**config.mk**
```make
export PLATFORM = sky130hd
export DESIGN_NAME = exu_gpr_file_flat
export DESIGN_NICKNAME = d
export VERILOG_FILES = /design/src/rtl/exu_gpr_if.sv /design/src/rtl/exu_gpr_file.sv /design/src/flat_wrapper.sv
export SDC_FILE = /design/constraint.sdc
export NUM_CORES = 1
export LEC_CHECK = 0
export CAP_MARGIN = 20
export CORE_MARGIN = 2
export CORE_UTILIZATION = 45
export CTS_BUF_LIST = sky130_fd_sc_hd__clkbuf_16
export DETAILED_ROUTE_END_ITERATION = 10
export SLEW_MARGIN = 0
export SYNTH_ARGS = -nofsm -noshare
export SYNTH_HDL_FRONTEND = slang
export SYNTH_SLANG_ARGS = --single-unit
```
**constraint.sdc**
```tcl
create_clock -name clk -period 3.2 [get_ports clk]
set_input_delay 0.64 -clock clk [delete_from_list [all_inputs] [get_ports clk]]
set_output_delay 0.64 -clock clk [all_outputs]
set_load 0.05 [all_outputs]
```
**src/rtl/exu_gpr_if.sv**
```systemverilog
// EXU GPR interface: two read ports, one write port and a ready flag.
// The execute-unit handlers drive it as master and the register file responds as slave.
interface exu_gpr_if #(
    parameter int unsigned XLEN = 32,
    parameter int unsigned AW   = 5
);
    logic [AW-1:0]   ra1;
    logic [XLEN-1:0] rd1;
    logic [AW-1:0]   ra2;
    logic [XLEN-1:0] rd2;
    logic            wen;
    logic [AW-1:0]   wa;
    logic [XLEN-1:0] wd;
    logic            rdy;

    modport master (
        output ra1, ra2, wen, wa, wd,
        input  rd1, rd2, rdy
    );

    modport slave (
        input  ra1, ra2, wen, wa, wd,
        output rd1, rd2, rdy
    );
endinterface

```
**src/rtl/exu_gpr_file.sv**
```systemverilog
// RV32I general-purpose register file: x0 reads as zero, 2R/1W, optional write-to-read bypass.
// After reset a sequencer zeroes entries 1..31 one per cycle, so the array itself needs no reset.
module exu_gpr_file #(
    parameter int unsigned XLEN       = 32,
    parameter int unsigned AW         = 5,
    parameter bit          BYPASS     = 1'b1,
    parameter bit          INIT_CLEAR = 1'b1
) (
    input  logic      clk,
    input  logic      rst,
    exu_gpr_if.slave  gpr
);
    localparam int unsigned NREG     = 1 << AW;
    localparam logic [AW-1:0] LAST_IDX = AW'(NREG - 1);

    typedef enum logic {CLEAR = 1'b0, RUN = 1'b1} state_e;

    state_e          state_q, state_d;
    logic [AW-1:0]   clr_idx_q, clr_idx_d;
    logic            rdy_q, rdy_d;

    logic            mem_we;
    logic [AW-1:0]   mem_wa;
    logic [XLEN-1:0] mem_wd;
    logic [XLEN-1:0] mem [NREG];

    // State register; only the sequencer state is reset, never the array.
    always_ff @(posedge clk) begin
        if (rst) begin
            if (INIT_CLEAR) begin
                state_q <= CLEAR;
            end else begin
                state_q <= RUN;
            end
            clr_idx_q <= AW'(1);
            rdy_q     <= 1'b0;
        end else begin
            state_q   <= state_d;
            clr_idx_q <= clr_idx_d;
            rdy_q     <= rdy_d;
        end
    end

    // Next-state logic; rdy rises on the edge that clears the last entry.
    always_comb begin
        state_d   = state_q;
        clr_idx_d = clr_idx_q;
        rdy_d     = rdy_q;
        case (state_q)
            CLEAR: begin
                clr_idx_d = clr_idx_q + AW'(1);
                if (clr_idx_q == LAST_IDX) begin
                    state_d = RUN;
                    rdy_d   = 1'b1;
                end
            end
            RUN: begin
                rdy_d = 1'b1;
            end
            default: begin
                state_d = RUN;
            end
        endcase
    end

    // Output logic: array write port selection and combinational read ports.
    always_comb begin
        mem_we  = 1'b0;
        mem_wa  = clr_idx_q;
        mem_wd  = '0;
        gpr.rd1 = '0;
        gpr.rd2 = '0;
        case (state_q)
            CLEAR: begin
                mem_we = !rst;
            end
            RUN: begin
                mem_we = !rst && gpr.wen && (gpr.wa != '0);
                mem_wa = gpr.wa;
                mem_wd = gpr.wd;
                if (gpr.ra1 != '0) begin
                    if (BYPASS && gpr.wen && (gpr.wa == gpr.ra1)) begin
                        gpr.rd1 = gpr.wd;
                    end else begin
                        gpr.rd1 = mem[gpr.ra1];
                    end
                end
                if (gpr.ra2 != '0) begin
                    if (BYPASS && gpr.wen && (gpr.wa == gpr.ra2)) begin
                        gpr.rd2 = gpr.wd;
                    end else begin
                        gpr.rd2 = mem[gpr.ra2];
                    end
                end
            end
            default: begin
                mem_we = 1'b0;
            end
        endcase
    end

    // Storage array without reset.
    always_ff @(posedge clk) begin
        if (mem_we) begin
            mem[mem_wa] <= mem_wd;
        end
    end

    assign gpr.rdy = rdy_q;

endmodule

```
**src/flat_wrapper.sv**
```systemverilog
// flat-port wrapper written by rule: the top's interface ports become plain ports
module exu_gpr_file_flat 
#(
    parameter int unsigned XLEN       = 32,
    parameter int unsigned AW         = 5,
    parameter bit          BYPASS     = 1'b1,
    parameter bit          INIT_CLEAR = 1'b1
)
  (clk, rst, gpr_ra1, gpr_ra2, gpr_wen, gpr_wa, gpr_wd, gpr_rd1, gpr_rd2, gpr_rdy);
  exu_gpr_if #(.XLEN(XLEN), .AW(AW)) gpr_i ();
  input  logic clk;
  input  logic rst;
  input wire logic [$bits(gpr_i.ra1)-1:0] gpr_ra1;
  input wire logic [$bits(gpr_i.ra2)-1:0] gpr_ra2;
  input wire logic [$bits(gpr_i.wen)-1:0] gpr_wen;
  input wire logic [$bits(gpr_i.wa)-1:0] gpr_wa;
  input wire logic [$bits(gpr_i.wd)-1:0] gpr_wd;
  output wire logic [$bits(gpr_i.rd1)-1:0] gpr_rd1;
  output wire logic [$bits(gpr_i.rd2)-1:0] gpr_rd2;
  output wire logic [$bits(gpr_i.rdy)-1:0] gpr_rdy;
  assign gpr_i.ra1 = gpr_ra1;
  assign gpr_i.ra2 = gpr_ra2;
  assign gpr_i.wen = gpr_wen;
  assign gpr_i.wa = gpr_wa;
  assign gpr_i.wd = gpr_wd;
  assign gpr_rd1 = gpr_i.rd1;
  assign gpr_rd2 = gpr_i.rd2;
  assign gpr_rdy = gpr_i.rdy;
  exu_gpr_file #(.XLEN(XLEN), .AW(AW), .BYPASS(BYPASS), .INIT_CLEAR(INIT_CLEAR)) u_core (.clk(clk), .rst(rst), .gpr(gpr_i));
endmodule
```
==> impl_results.md, run 1 <==
- CTS tree: yes
- Number of enable-type register cells in the synthesized netlist: 1,024
- Main combinational cell family by area after synthesis: multiplexers
- Share of synthesized cell area in and, or, nand and nor gates: 2.53%
- Count of cells along the worst register-to-register path: 7
- Clock latency on the worst-skew pair: 0.70 ns
- I/O pin count: 115
- Area leader, netlist: sky130_fd_sc_hd__edfxtp_1
- Top_reg_cell synth: sky130_fd_sc_hd__edfxtp_1
- Signal arrival time at the worst endpoint: 2.71 ns
- Final-report hold violation count: 0
- Maximum number of pins on one net before global-route repair: 49
- Worst Setup Slack post-DPL: -0.505 ns
- Min-Delay Startpoint: u_core.gpr.rdy
- Number of distinct library cells after synthesis: 48
- Outcome: finished, violations left
- Critical path's slowest cell: sky130_fd_sc_hd__mux4_2
- Number of synthesized register bits: 1,031
- Layout overhead on the synthesized area: 31.4%
- Post-route setup slack: -0.151 ns
- Delay contributed by the slowest stage of the critical path: 0.49 ns
- Ratio of total power to cell area: 478 nW/um^2
- Detailed router's first-iteration violation count: 4,567
- Standard cell core area: 109,000 um^2
- Launch instance of the worst register-to-register path: u_core.state_q
- Kind of cell with the highest combined delay on the critical path: buffers and inverters
- Final min period: 3.35 ns
- Ranking of synthesized cells by area: sky130_fd_sc_hd__edfxtp_1 63%, sky130_fd_sc_hd__mux4_2 15%, sky130_fd_sc_hd__mux2i_1 8.4%
- Global router's overall resource usage: 31.0%
- Peak fanout along the critical path: 5
- Area of the multi-input gates: 19,300 um^2
- Portion of synthesized cell area occupied by the leading cell type: 62.6%
- HPWL after DPL: 110,000 um
- Mapped Nets: 2,897
- Category of the worst setup path launch point: input port
- Via count of the first global-routing pass: 33,371
- Height of the die: 334 um
- Max-Slew Margin vs Limit: 49.8%
- Data required time of the worst path: 2.56 ns
- Fmax: 298 MHz
- Die width: 334 um
- H-Tree Level Count: 3
- Number of port buffers: 114
- 1st-pass router iterations: 5
- Adder and majority cell fraction of the synthesized area: 0.0509%
- Synth Instances: 2,845
- Hold-fix buffers, CTS: 0
- Worst setup EP type: output pin
- Global-route wire length before repair: 245,000 um
- Unrepaired setup endpoints after global routing: yes
- Depth of the worst hold-timing path: 2
- Tightest Hold Check Type: reg -> reg
- Number of nets in the finished design: 3,492
- CTS buffer count: 107
- Complex-gate fraction of the synthesized area: 7.52%
- Cell with the most instances on the worst path: sky130_fd_sc_hd__buf_12
- Antenna diode count: 0
- Hold-critical path endpoint: u_core.gpr.rdy
- VDD IR max: 0.520 mV
- Reg-to-reg slack, setup: 0.72 ns
- Sequential element share of the synthesized area: 62.9%
- Post-synthesis xor/xnor area fraction: 0.232%
- Final standard cell count with taps included and fillers excluded: 4,941
- Fill cell count: 7,744
- Share of flip-flops with an asynchronous set or reset: 0%
- Total of endpoints with negative setup slack in the final report: 29
- FP Rows: 121
- Critical Setup Path Class: in -> out
- Total buffers and inverters traversed by the critical path: 6
- # DRC: 0
- Max-cap viol count: 0
- Num Clock Sinks: 1,031
- Via count normalized by instance count: 6.68
- Failing checks: setup timing
- Destination of the worst register-to-register timing path: u_core.mem[17][23]
- Flip-flop and latch area: 30,900 um^2
- Total power draw: 30,800 uW
- Total cell area at the placement stage: 57,200 um^2
- Share of layout cells above drive strength 1: 41.2%
- Clk slew on worst S/H paths: 0.06 ns
- Synth Warn #: 0
- Share of cell area taken by muxes after synthesis: 24.0%
- Die Outline Area: 112,000 um^2
- Via Count: 32,998
- Initial core utilization: 45.3%
- Leakage Power: 0.0218 uW
- Global route overflow: 0
- Max clock buf depth: 3
- Antenna violations before repair: 4
- Synthesized cell area: 49,100 um^2
- Clock tree skew after final layout: 0.0335 ns
- Max-slew violation total from the final report: 0
- Ordered list of cells on the worst path: buf_16 > buf_12 > buf_12 > buf_12 > mux4_2 > mux2_4 > o221ai_2 > buf_4 > o2111ai_2 > o211a_1 > buf_12
- Most common cell in the netlist: sky130_fd_sc_hd__edfxtp_1
- Master cell of the clock root buffer: sky130_fd_sc_hd__clkbuf_16
- Gpl congestion: 0.896
- Mapped Avg Cell Area: 17.3 um^2
- Post-route antenna net violation count: 0
- Share of the clock period used by the worst path after layout: 105%
- Leading post-synthesis cells by instance count: 1,024 x sky130_fd_sc_hd__edfxtp_1, 414 x sky130_fd_sc_hd__mux2i_1, 320 x sky130_fd_sc_hd__mux4_2
- Total instance count after detailed placement: 4,632
- Worst slew pin tran: 0.754 ns
- Avg WL per Cell: 35.7 um
- Final design instance area without fill: 64,600 um^2
- Detailed Route WL: 176,000 um
==> state kept, by name (all words and copies together) (netlist names) <==
register and cells:
u_core.clr_idx_q 5, u_core.gpr.rdy 1, u_core.mem 1024, u_core.state_q 1
==> placed cells by master, fill, tap and decap left out, types with 18 or more instances in the layout <==
cell                              instances
sky130_fd_sc_hd__nor2_4                  34
sky130_fd_sc_hd__clkbuf_16              115
sky130_fd_sc_hd__o21ai_2                 20
sky130_fd_sc_hd__buf_16                  34
sky130_fd_sc_hd__mux2_4                  22
sky130_fd_sc_hd__o21ai_1                 28
sky130_fd_sc_hd__clkinv_2                24
sky130_fd_sc_hd__buf_12                 188
sky130_fd_sc_hd__a31oi_2                 19
sky130_fd_sc_hd__o22ai_1                 90
sky130_fd_sc_hd__a41oi_4                 25
sky130_fd_sc_hd__o221ai_1                31
sky130_fd_sc_hd__o21ai_0                 56
sky130_fd_sc_hd__a22oi_1                 61
sky130_fd_sc_hd__edfxtp_1              1024
sky130_fd_sc_hd__clkinv_1                22
sky130_fd_sc_hd__a31oi_4                 39
sky130_fd_sc_hd__a31oi_1                 29
sky130_fd_sc_hd__mux2i_1                412
sky130_fd_sc_hd__nand2_1                 49
sky130_fd_sc_hd__nor2b_1                 58
sky130_fd_sc_hd__a22o_1                  23
sky130_fd_sc_hd__mux4_2                 320
sky130_fd_sc_hd__buf_6                   70
sky130_fd_sc_hd__inv_1                   22
sky130_fd_sc_hd__buf_4                  372
sky130_fd_sc_hd__mux2_2                  18
sky130_fd_sc_hd__clkdlybuf4s50_1         36
sky130_fd_sc_hd__o221ai_2                28
sky130_fd_sc_hd__and2_1                  33
==> routing by layer <==
| metal | wire length, um | global-route usage [%] | up-vias |
|---|---|---|---|
| met5 | 23 | 0 | - |
| met4 | 9870 | 15.1 | 4 |
| met3 | 16100 | 5.08 | 376 |
| met2 | 84100 | 49.9 | 2057 |
| li1 | - | - | 13248 |
| met1 | 66200 | 41.3 | 17313 |
==> report_power, final <==
| part | internal (uW) | switching (uW) |
|---|---|---|
| Combinational | 1620 | 1870 |
| Clock | 7230 | 5280 |
| Sequential | 14800 | 66.3 |
| Total | 23600 | 7220 |
==> stage by stage <==
stage	hold WS, ns	setup TNS (ns)	util, %
6_report	0.446	-1.37	59.5
3_5_place_dp	0.439	-20.12	52.7
4_1_cts	0.450	-3.74	58.7
2_1_floorplan	0.490	-25.71	-
3_3_place_gp	0.443	-18.46	52.7
5_1_grt	0.489	-2.80	59.5
==> timing repair <==
item | CTS | global route
gates resized for setup | 353 | 125
cloned | 25 | 7
setup endpoints to repair | 64 | 64
pin swaps | 43 | 52
setup buffers | 51 | 36
==> worst reg2reg max path: stages, from the launching register on <==
cell                      delay [ns]
sky130_fd_sc_hd__dfxtp_4        0.42
sky130_fd_sc_hd__buf_8          0.19
sky130_fd_sc_hd__or3b_2         0.48
sky130_fd_sc_hd__a21oi_1        0.22
sky130_fd_sc_hd__nand2_1        0.15
sky130_fd_sc_hd__buf_4          0.20
sky130_fd_sc_hd__nor2_4         0.21
sky130_fd_sc_hd__buf_12         0.25
==> final cells by class <==
class	instances	area share, %
Clock buffer	108	4.18
Inverter	4	0.0232
Multi-Input combinational cell	1568	29.9
Sequential cell	1031	47.8
Timing Repair Buffer	728	14.2
Clock inverter	88	1.21
Tap cell	1414	2.74
==> logic make-up (layout without fill, tap and decap cells) <==
logic type,Yosys count,after routing
XOR/XNOR,13,13
flip-flops,1031,1031
adder cells (fa/ha/maj),2,2
buffers and inverters,246,928
AND/OR/NAND/NOR,242,242
multiplexers,774,774
AO/OA/AOI/OAI,537,537
==> how the worst max path moves through the flow <==
stage | start | endpoint | depth (start not counted) | slack (ns)
global placement | gpr_wa[0] | gpr_rd1[3] | 9 | -0.46
CTS | gpr_ra1[0] | gpr_rd1[18] | 11 | -0.16
floorplan | gpr_ra1[0] | gpr_rd1[0] | 9 | -0.13
finish | gpr_ra1[0] | gpr_rd1[18] | 11 | -0.15
global route | u_core.mem[14][14] | gpr_rd1[14] | 7 | -0.18
detailed placement | gpr_wa[3] | gpr_rd1[28] | 9 | -0.50
No activity file was read; power rests on OpenSTA's default activity.
==> inputs of run 2 (changes only) <==
--- a/config.mk
+++ b/config.mk
@@ -7,8 +7,9 @@
 export LEC_CHECK = 0
 export CAP_MARGIN = 20
 export CORE_MARGIN = 2
-export CORE_UTILIZATION = 45
+export CORE_UTILIZATION = 40
 export CTS_BUF_LIST = sky130_fd_sc_hd__clkbuf_16
+export CTS_CLUSTER_SIZE = 12
 export DETAILED_ROUTE_END_ITERATION = 10
 export SLEW_MARGIN = 0
 export SYNTH_ARGS = -nofsm -noshare
==> run 2 against run 1 <==
Compared with the run above:
- the flow still finishes with violations (setup timing)
- largest power group unchanged
- worst hold slack better by 0.014 ns
- register-to-register slack better by 0.05 ns
- final cell count up 5.4%
- combinational power up 3%
- cell area up 1.8%
- core utilization down 5.5 points
- sequential share of layout area down 0.85 points
- non-clock buffer count up 53
- via count up 2.9%
- global-route usage down 2.3 points
==> impl_results.md, run 2 (synthesis gave the netlist of run 1 again) <==
- Largest register FFs: 1,024
- I/O pin count: 115
- Post-route antenna net violation count: 0
- Outcome: finished, violations left
- Clk pwr share: 39.7%
- Total cell area at the placement stage: 58,200 um^2
- Via count of the first global-routing pass: 34,637
- Height of the die: 354 um
- Detailed router's first-iteration violation count: 4,915
- Setup crit start: gpr_ra2[1]
- Hold-fix buffers, CTS: 0
- Most used cells in the layout excluding fill and tap cells: 1,024 x sky130_fd_sc_hd__edfxtp_1, 404 x sky130_fd_sc_hd__mux2i_1, 397 x sky130_fd_sc_hd__buf_4, 320 x sky130_fd_sc_hd__mux4_2, 213 x sky130_fd_sc_hd__buf_12
- Max clock buf depth: 3
- Die width: 354 um
- Logic gate share of total power: 11.8%
- Detailed Route WL: 184,000 um
- Num Clock Sinks: 1,031
- CTS tree: yes
- Post-route setup slack: -0.164 ns
- Data required time of the worst path: 2.56 ns
- Launch instance of the worst register-to-register path: u_core.state_q
- Worst setup EP type: output pin
- Switching Fraction: 24.0%
- Sequential Power Share: 48.5%
- Most common library cell in the layout ignoring fill and taps: sky130_fd_sc_hd__edfxtp_1
- Max-cap viol count: 0
- # DRC: 0
- Final min period: 3.36 ns
- Share of the clock period used by the worst path after layout: 105%
- Depth of the worst hold-timing path: 2
- Global router's overall resource usage: 28.8%
- Min-Delay Startpoint: u_core.gpr.rdy
- Via Count: 33,943
- Final design instance area without fill: 65,800 um^2
- Category of the worst setup path launch point: input port
- FP Rows: 128
- Total power draw: 30,600 uW
- Max-slew violation total from the final report: 0
- H-Tree Level Count: 3
- Clk slew on worst S/H paths: 0.06 ns
- Tightest Hold Check Type: reg -> reg
- Standard cell core area: 122,000 um^2
- Switching Power: 7340 uW
- Number of nets in the finished design: 3,548
- Share of layout cells above drive strength 1: 42.2%
- Signal arrival time at the worst endpoint: 2.72 ns
- VDD IR max: 0.447 mV
- Total of endpoints with negative setup slack in the final report: 55
- Layout overhead on the synthesized area: 33.8%
- Initial core utilization: 40.3%
- Count of cells along the worst register-to-register path: 6
- Cell-internal power: 23,200 uW
- Avg WL per Cell: 35.3 um
- Failing checks: setup timing
- Maximum number of pins on one net before global-route repair: 46
- Register name with the most flops: u_core.mem
- Peak fanout along the critical path: 32
- HPWL after DPL: 113,000 um
- Master cell of the clock root buffer: sky130_fd_sc_hd__clkbuf_16
- Die Outline Area: 126,000 um^2
- Unrepaired setup endpoints after global routing: yes
- Antenna violations before repair: 0
- Leakage Power: 0.0222 uW
- Max-Slew Margin vs Limit: 24.8%
- Global-route wire length before repair: 256,000 um
- 1st-pass router iterations: 5
- Global route overflow: 0
- Gpl congestion: 0.877
- Critical Setup Path Class: in -> out
- Via count normalized by instance count: 6.52
- Number of port buffers: 114
- Largest registers in the final layout: u_core.mem (1024), u_core.clr_idx_q (5)
- CTS buffer count: 110
- Clock latency on the worst-skew pair: 0.73 ns
- Final-report hold violation count: 0
- Clock tree skew after final layout: 0.0291 ns
- Worst slew pin tran: 1.13 ns
- Setup TNS after final layout: -3.51 ns
- Fmax: 297 MHz
- Ratio of total power to cell area: 465 nW/um^2
==> run 2: changes by cell type in the layout (fill, tap and decap cells not counted), sizes merged <==
cell         change
buf             +52
inv             +21
clkinv          -13
bufinv           -7
bufbuf           +2
dlygate4sd2      +2
clkbuf           -1
clkinvlp         -1
diode            +1
==> run 2: repair_timing <==
action | 4_1_cts | 5_1_grt
pin swaps | 86 | 47
gates resized for setup | 395 | 134
setup endpoints to repair | 64 | 64
gates cloned | 27 | 6
buffers inserted | 62 | 35
==> run 2: critical path: stages <==
cell and delay (ns):
sky130_fd_sc_hd__buf_8 0.20, sky130_fd_sc_hd__or2_2 0.20, sky130_fd_sc_hd__buf_4 0.25, sky130_fd_sc_hd__o41a_1 0.19, sky130_fd_sc_hd__clkbuf_16 0.34, sky130_fd_sc_hd__o21ai_1 0.18
sky130_fd_sc_hd__a41oi_4 0.42, sky130_fd_sc_hd__buf_12 0.20
==> run 2: worst paths after layout <==
kind              slack [ns]           endpoint
hold reg to reg         0.46     u_core.gpr.rdy
hold / removal          0.46     u_core.gpr.rdy
setup / recovery       -0.16        gpr_rd2[23]
setup reg to reg        0.77  u_core.mem[15][8]
==> run 2: area by class of cell <==
cell class,count,area (um^2)
fill,9343,56100
sequential,1031,30900
multi-input combinational,1568,19500
timing repair buffer,781,9930
clock buffer,110,2750
tap,1625,2030
clock inverter,88,614
inverter,4,15.0
antenna,1,2.50
==> run 2: through the flow <==
stage               std cells  setup WS, ns  hold WS, ns  util (%)
detailed placement       4892        -0.814        0.451      47.7
global route             5207        -0.222        0.507      53.9
CTS                      5172        -0.198        0.463      53.1
global placement         4892        -0.897        0.450      47.7
floorplan                2845        -0.134        0.490         -
finish                   5208        -0.164        0.460      53.9
==> run 2: per-layer routing <==
| metal | global-route usage [%] | wire length [um] | vias to the layer above |
|---|---|---|---|
| met4 | 14.5 | 9870 | 0 |
| met1 | 37.9 | 68200 | 17793 |
| met2 | 45.6 | 86300 | 2337 |
| met3 | 5.71 | 19300 | 447 |
| li1 | - | - | 13366 |
| met5 | 0 | 0 | - |
==> run 2: power groups by stage <==
| stage | Sequential, uW | Combinational (uW) | Clock, uW |
|---|---|---|---|
| CTS | 14800 | 3450 | 12200 |
| floorplan | 15100 | 1520 | 0 |
| detailed placement | 15100 | 3010 | 0 |
| global route | 14800 | 3700 | 12800 |
| finish | 14800 | 3600 | 12100 |
| global placement | 15100 | 2990 | 0 |
